**config.mk**
```make
export PLATFORM = sky130hd
export DESIGN_NAME = mem_bus_arbiter
export DESIGN_NICKNAME = d
export VERILOG_FILES = /design/src/rtl/bus_arb_pkg.sv /design/src/rtl/bus_arb_pick.sv /design/src/rtl/mem_bus_arbiter.sv
export SDC_FILE = /design/constraint.sdc
export NUM_CORES = 1
export LEC_CHECK = 0
export ABC_AREA = 1
export BUFFER_PORTS_ARGS = -buffer_cell sky130_fd_sc_hd__buf_4
export CAP_MARGIN = 20
export CORE_UTILIZATION = 39
export CTS_CLUSTER_DIAMETER = 30
export DETAILED_ROUTE_END_ITERATION = 8
export PLACE_DENSITY = 0.82
export SLEW_MARGIN = 20
export SYNTH_ARGS = -nofsm -noshare
export SYNTH_HDL_FRONTEND = slang
export SYNTH_SLANG_ARGS = --single-unit
```
**constraint.sdc**
```tcl
create_clock -name clk -period 1.95 [get_ports clk]
set_input_delay 0.2925 -clock clk [delete_from_list [all_inputs] [get_ports clk]]
set_output_delay 0.2925 -clock clk [all_outputs]
set_load 0.01 [all_outputs]
```
**src/rtl/bus_arb_pkg.sv**
```systemverilog
// Shared types and helpers for the memory bus arbiter.
// Bus widths, FSM state encoding and one-hot decode.
package bus_arb_pkg;

    localparam int ADDR_W = 16;
    localparam int DATA_W = 8;

    typedef enum logic [1:0] {
        IDLE,
        GRANT,
        TURN
    } arb_state_t;

    function automatic logic [7:0] onehot8(input logic [2:0] idx);
        logic [7:0] oh;
        oh      = '0;
        oh[idx] = 1'b1;
        return oh;
    endfunction

endpackage

```
**src/rtl/bus_arb_pick.sv**
```systemverilog
// Combinational winner selection for the memory bus arbiter.
// Round-robin when BUS_ARB_ROUND_ROBIN_EN is defined, else fixed priority.
module bus_arb_pick
    import bus_arb_pkg::*;
#(
    parameter int NUM_MASTERS = 3,
    parameter int IDX_W       = $clog2(NUM_MASTERS)
) (
    input  logic [NUM_MASTERS-1:0] req,
    input  logic [IDX_W-1:0]       rr_ptr,
    output logic [IDX_W-1:0]       winner,
    output logic                   any_req
);

    assign any_req = |req;

`ifdef BUS_ARB_ROUND_ROBIN_EN
    // Walk downward so the smallest offset past rr_ptr is written last.
    always_comb begin
        int                   idx;
        logic [NUM_MASTERS-1:0] sh;
        winner = '0;
        idx    = 0;
        sh     = '0;
        for (int k = NUM_MASTERS; k >= 1; k--) begin
            idx = (int'(rr_ptr) + k) % NUM_MASTERS;
            sh  = req >> idx;
            if (sh[0]) begin
                winner = IDX_W'(idx);
            end
        end
    end
`else
    logic rr_unused;
    assign rr_unused = ^rr_ptr;

    always_comb begin
        logic [NUM_MASTERS-1:0] sh;
        winner = '0;
        sh     = '0;
        for (int k = NUM_MASTERS - 1; k >= 0; k--) begin
            sh = req >> k;
            if (sh[0]) begin
                winner = IDX_W'(k);
            end
        end
    end
`endif

endmodule

```
**src/rtl/mem_bus_arbiter.sv**
```systemverilog
// Memory bus arbiter: request/grant FSM, bus mux and hold-limit recovery.
// Define BUS_ARB_ROUND_ROBIN_EN for round-robin instead of fixed priority.
module mem_bus_arbiter
    import bus_arb_pkg::*;
#(
    parameter int NUM_MASTERS = 3,
    parameter int MAX_HOLD    = 16
) (
    input  logic                          clk,
    input  logic                          reset,
    input  logic [NUM_MASTERS-1:0]        mst_req,
    input  logic [ADDR_W*NUM_MASTERS-1:0] mst_adr,
    input  logic [DATA_W*NUM_MASTERS-1:0] mst_wdata,
    input  logic [NUM_MASTERS-1:0]        mst_r,
    input  logic [NUM_MASTERS-1:0]        mst_w,
    output logic [NUM_MASTERS-1:0]        mst_grant,
    output logic [DATA_W-1:0]             mst_rdata,
    output logic [ADDR_W-1:0]             mem_adr,
    output logic [DATA_W-1:0]             mem_wdata,
    output logic                          mem_r,
    output logic                          mem_w,
    input  logic [DATA_W-1:0]             mem_rdata,
    output logic                          hold_timeout
);

    localparam int IDX_W = $clog2(NUM_MASTERS);
    localparam int CNT_W = (MAX_HOLD > 0) ? $clog2(MAX_HOLD + 1) : 1;
    localparam logic [CNT_W-1:0] CNT_MAX   = '1;
    localparam logic [CNT_W-1:0] HOLD_LAST =
        (MAX_HOLD > 0) ? CNT_W'(MAX_HOLD - 1) : '0;

    arb_state_t             state_q, state_d;
    logic [IDX_W-1:0]       owner_q, owner_d;
    logic [CNT_W-1:0]       hold_cnt_q, hold_cnt_d;
    logic [NUM_MASTERS-1:0] mst_grant_q, mst_grant_d;
    logic                   hold_timeout_q, hold_timeout_d;
    logic [IDX_W-1:0]       rr_ptr;
    logic [IDX_W-1:0]       winner;
    logic                   any_req;
    logic [NUM_MASTERS-1:0] owner_oh;
    logic                   others_req;

`ifdef BUS_ARB_ROUND_ROBIN_EN
    logic [IDX_W-1:0] rr_ptr_q, rr_ptr_d;

    always_ff @(posedge clk or negedge reset) begin
        if (!reset) begin
            rr_ptr_q <= IDX_W'(NUM_MASTERS - 1);
        end else begin
            rr_ptr_q <= rr_ptr_d;
        end
    end

    always_comb begin
        rr_ptr_d = rr_ptr_q;
        if (state_q == IDLE && any_req) begin
            rr_ptr_d = winner;
        end
    end

    assign rr_ptr = rr_ptr_q;
`else
    assign rr_ptr = IDX_W'(NUM_MASTERS - 1);
`endif

    bus_arb_pick #(
        .NUM_MASTERS(NUM_MASTERS),
        .IDX_W      (IDX_W)
    ) u_pick (
        .req    (mst_req),
        .rr_ptr (rr_ptr),
        .winner (winner),
        .any_req(any_req)
    );

    assign owner_oh   = NUM_MASTERS'(onehot8(3'(owner_q)));
    assign others_req = |(mst_req & ~owner_oh);

    always_ff @(posedge clk or negedge reset) begin
        if (!reset) begin
            state_q        <= IDLE;
            owner_q        <= '0;
            hold_cnt_q     <= '0;
            mst_grant_q    <= '0;
            hold_timeout_q <= 1'b0;
        end else begin
            state_q        <= state_d;
            owner_q        <= owner_d;
            hold_cnt_q     <= hold_cnt_d;
            mst_grant_q    <= mst_grant_d;
            hold_timeout_q <= hold_timeout_d;
        end
    end

    always_comb begin
        state_d        = state_q;
        owner_d        = owner_q;
        hold_cnt_d     = hold_cnt_q;
        mst_grant_d    = mst_grant_q;
        hold_timeout_d = 1'b0;
        case (state_q)
            IDLE: begin
                if (any_req) begin
                    state_d     = GRANT;
                    owner_d     = winner;
                    hold_cnt_d  = '0;
                    mst_grant_d = NUM_MASTERS'(onehot8(3'(winner)));
                end
            end
            GRANT: begin
                if (hold_cnt_q != CNT_MAX) begin
                    hold_cnt_d = hold_cnt_q + 1'b1;
                end
                // A voluntary release wins over the hold limit on the same edge.
                if (!mst_req[owner_q]) begin
                    state_d     = TURN;
                    mst_grant_d = '0;
                end else if (MAX_HOLD != 0 && hold_cnt_q == HOLD_LAST
                             && others_req) begin
                    state_d        = TURN;
                    mst_grant_d    = '0;
                    hold_timeout_d = 1'b1;
                end
            end
            TURN: begin
                state_d     = IDLE;
                hold_cnt_d  = '0;
                mst_grant_d = '0;
            end
            default: begin
                state_d     = IDLE;
                mst_grant_d = '0;
            end
        endcase
    end

    always_comb begin
        mem_adr   = '0;
        mem_wdata = '0;
        mem_r     = 1'b0;
        mem_w     = 1'b0;
        if (state_q == GRANT) begin
            mem_adr   = mst_adr[int'(owner_q)*ADDR_W +: ADDR_W];
            mem_wdata = mst_wdata[int'(owner_q)*DATA_W +: DATA_W];
            mem_w     = mst_w[owner_q];
            mem_r     = mst_r[owner_q] & ~mst_w[owner_q];
        end
    end

    assign mst_grant    = mst_grant_q;
    assign hold_timeout = hold_timeout_q;
    assign mst_rdata    = mem_rdata;

endmodule

```
==> flow_summary_export.csv <==
group,metric,value,unit
synthesis,ys_seq_area_share,21.74,%
synthesis,syn_avg_cell_area,5.668,um^2
placement,placed_cells,408,
layout,drive_gt1_share,37.60,%
sta,period_needed,1.805,ns
layout,final_area,2386,um^2
setup_path,path_buf_inv,3,
synthesis,syn-num-nets,358,
setup_path,arrival,1.51,ns
synthesis,synth_cell_types,26,
clock_network,clock_path_buffers,2,
sta,skew,0.003197,ns
detailed_routing,wirelength,4.978,mm
global_routing,grt_max_degree,29,
setup_path,start_kind,"flip-flop",
clock_network,cts_root_buffer,"clkbuf_8",
clock_network,numCtsBuffers,3,
sta,period_share,92.58,%
synthesis,yosys_warnings,0,
detailed_routing,drcViolationCount,0,
clock_network,clock_sinks,13,
global_routing,use_met3,4.464,%
global_routing,top_usage_layer,"met2",
layout,final_cell_count_no_fill,415,
clock_network,clk_latency,0.25,ns
sta,hold_violations,0,
floorplanning,start_util,40.87,%
sta,drv_slew,0,
clock_network,clkTransAtPathRegs,0.05,ns
detailed_routing,dr_total_vias,2027,
layout,fin_nets,462,
sta,whs,0.3452,ns
flow_run,max-cap-violations,0,
clock_network,cts_tree,"yes",
synthesis,yosysTopAreaCell,"nand2_1",
detailed_routing,drtPass1Iterations,4,
setup_path,path_cells,"nand2_2 -> clkinv_2 -> nand2_1 -> nand3_1 -> nand2_1 -> inv_1 -> buf_4",
hold_path,min_path_type,"in -> reg",
setup_path,cpMostUsedCell,"nand2_1",
synthesis,syn-instance-count,264,
floorplanning,design.core.area,3661,um^2
placement,portBuffers,112,
layout,diodes,0,
sta,setup_viol_count_final,0,
sta,worst_pin_slew,0.4084,ns
placement,dp_hpwl,3.796,mm
detailed_routing,vias_per_cell,4.884,
layout,synthToLayoutAreaGrowth,59.45,%
sta,max_freq,553.9,MHz
setup_path,cp_slowest_cell,"dfrtp_1",
global_routing,grtUsageMet1,29.01,%
global_routing,grt_pass1_vias,1862,
detailed_routing,wl_per_cell,12.00,um
run_status,outcome,"complete, no violations",
detailed_routing,drt_iter0_markers,143,
setup_path,slowest_delay,0.47,ns
global_routing,grt_pass1_wl,7.997,mm
power,p_leak,0.001470,uW
setup_path,worstPathRequired,1.66,ns
power,p_per_area,1148,nW/um^2
floorplanning,num_rows,22,
sta,slew_headroom,72.54,%
setup_path,critPathCaptureType,"primary output",
synthesis,yosys.area.top_type_share,26.59,%
floorplanning,pin_count,129,
global_routing,antenna_found_initial,0,
global_routing,grt.overflow.total,0,
setup_path,reg2reg_slack,0.35,ns
setup_path,crit_family,"flip-flops",
setup_path,worstPathMaxFanout,13,
sta,rsz0062_at_grt,"no",
placement,routabilityCongestion,0.8284,
layout,fillers,351,
floorplanning,dieHeight,63.95,um
floorplanning,die_w,63.95,um
synthesis,synth_area_leaders,"nand2_1 27%, dfrtp_1 22%, nand3_1 19%",
synthesis,synth_area,1496,um^2
detailed_routing,antenna_left,0,
global_routing,track_usage,24.19,%
power,peakVddDrop,572.1,uV
global_routing,use_met2,43.09,%
synthesis,synth_seq_cells,13,
sta,setup_tns,0,ns
clock_network,h-tree-depth,1,
setup_path,worstSetupPathType,"reg -> out",
floorplanning,die_area,4089,um^2
placement,post_dp_cell_area,2306,um^2
[where the power goes]
group,internal [uW],total (uW),leakage (uW),switching [uW]
clock,141,244,0.0000255,103
combinational,902,2050,0.00127,1150
sequential,350,440,0.000171,90.2
[cell usage in the layout (no fill, tap or decap)]
cell type / netlist / routed
inv_2: 4 / 2
buf_4: 12 / 116
nor2_2: 4 / 4
o22ai_1: 1 / 1
nor2_4: 1 / 1
inv_4: 0 / 1
o21ai_0: 1 / 1
clkbuf_8: 0 / 3
dfrtp_1: 13 / 12
nand2_2: 2 / 3
nor3_1: 2 / 2
nand3_1: 57 / 57
clkinv_2: 0 / 2
o31ai_1: 1 / 1
nor2_1: 7 / 7
o21ai_2: 1 / 1
o21ai_1: 2 / 2
dlygate4sd3_1: 0 / 1
a21oi_4: 1 / 1
dfrtp_2: 0 / 1
a21oi_1: 1 / 1
inv_1: 33 / 33
nand4_1: 1 / 1
nand4_2: 1 / 1
clkinv_4: 0 / 1
nand2_1: 106 / 105
nor3b_1: 1 / 1
nand3b_1: 1 / 1
ha_1: 3 / 3
buf_12: 0 / 1
[final timing paths]
| kind | start | cells after the start | end |
|---|---|---|---|
| max | owner_q[1]$_DFFE_PN0P_ | 7 | mem_adr[9] |
| min | mst_req[2] | 3 | state_q[0]$_DFFE_PN0P_ |
| max reg2reg | hold_cnt_q[0]$_DFFE_PN0P_ | 8 | hold_cnt_q[0]$_DFFE_PN0P_ |
| min reg2reg | mst_grant[1]$_DFFE_PN0P_ | 2 | mst_grant[1]$_DFFE_PN0P_ |
| max in group asynchronous | reset | 2 | owner_q[0]$_DFFE_PN0P_ |
| min in group asynchronous | reset | 2 | hold_timeout$_DFF_PN0_ |
[layout make-up]
cell class	count	area, um^2	share of cell area, %
multi-input combinational	194	900.9	37.76
inverter	37	146.4	6.135
clock buffer	3	41.29	1.730
timing repair buffer	118	900.9	37.76
sequential	13	326.6	13.69
timing repair inverter	1	5.005	0.2098
tap	48	60.06	2.517
clock inverter	1	5.005	0.2098
[state kept, by name (all words and copies together) (netlist names)]
signal,count
mst_grant,3
state_q,2
hold_cnt_q,5
owner_q,2
hold_timeout,1
[through the flow]
stage / util (%) / total power, uW / worst slack, ns
CTS: 64.59 / 2719 / 0.04737
detailed placement: 62.99 / 2457 / 0.2613
finish: 65.17 / 2739 / 0.1447
global route: 65.17 / 2994 / 0.05063
floorplan: - / 1717 / 0.5319
global placement: 62.99 / 2416 / 0.3182
[layer usage]
layer / share of wire [%] / up-vias
li1: - / 1021
met1: 41 / 917
met2: 50 / 81
met3: 7.5 / 8
met4: 1.1 / 0
met5: 0 / -
[timing repair]
item / 4_1_cts / 5_1_grt
pin swaps: 0 / 1
hold buffers: 1 / 0
hold endpoints to repair: 13 / 0
buffers inserted: 0 / 1
gates cloned: 0 / 1
endpoints found under the setup margin: 3 / 20
gates resized for setup: 1 / 6
[cells in the mapped netlist, drive strengths merged]
master,n
o21ai,4
ha,3
nand2,108
nor3b,1
o31ai,1
dfrtp,13
nand3b,1
o22ai,1
buf,20
nand4,2
nor2,12
nor3,2
a21oi,2
inv,37
nand3,57
[worst reg2reg max path, stage by stage, from the launching register on]
cell	delay, ns
dfrtp_1	0.39
ha_1	0.18
nand2_1	0.07
nor2_1	0.17
ha_1	0.18
nor2_1	0.07
o21ai_2	0.28
nor2_1	0.07
a21oi_1	0.11
[kinds of logic after synthesis]
family                   after synthesis  synth area share, %
AO/OA/AOI/OAI                          8                3.930
adder cells (fa/ha/maj)                3                2.509
AND/OR/NAND/NOR                      183                53.60
buffers and inverters                 57                18.23
flip-flops                            13                21.74
(Power assumes the default switching activity.)
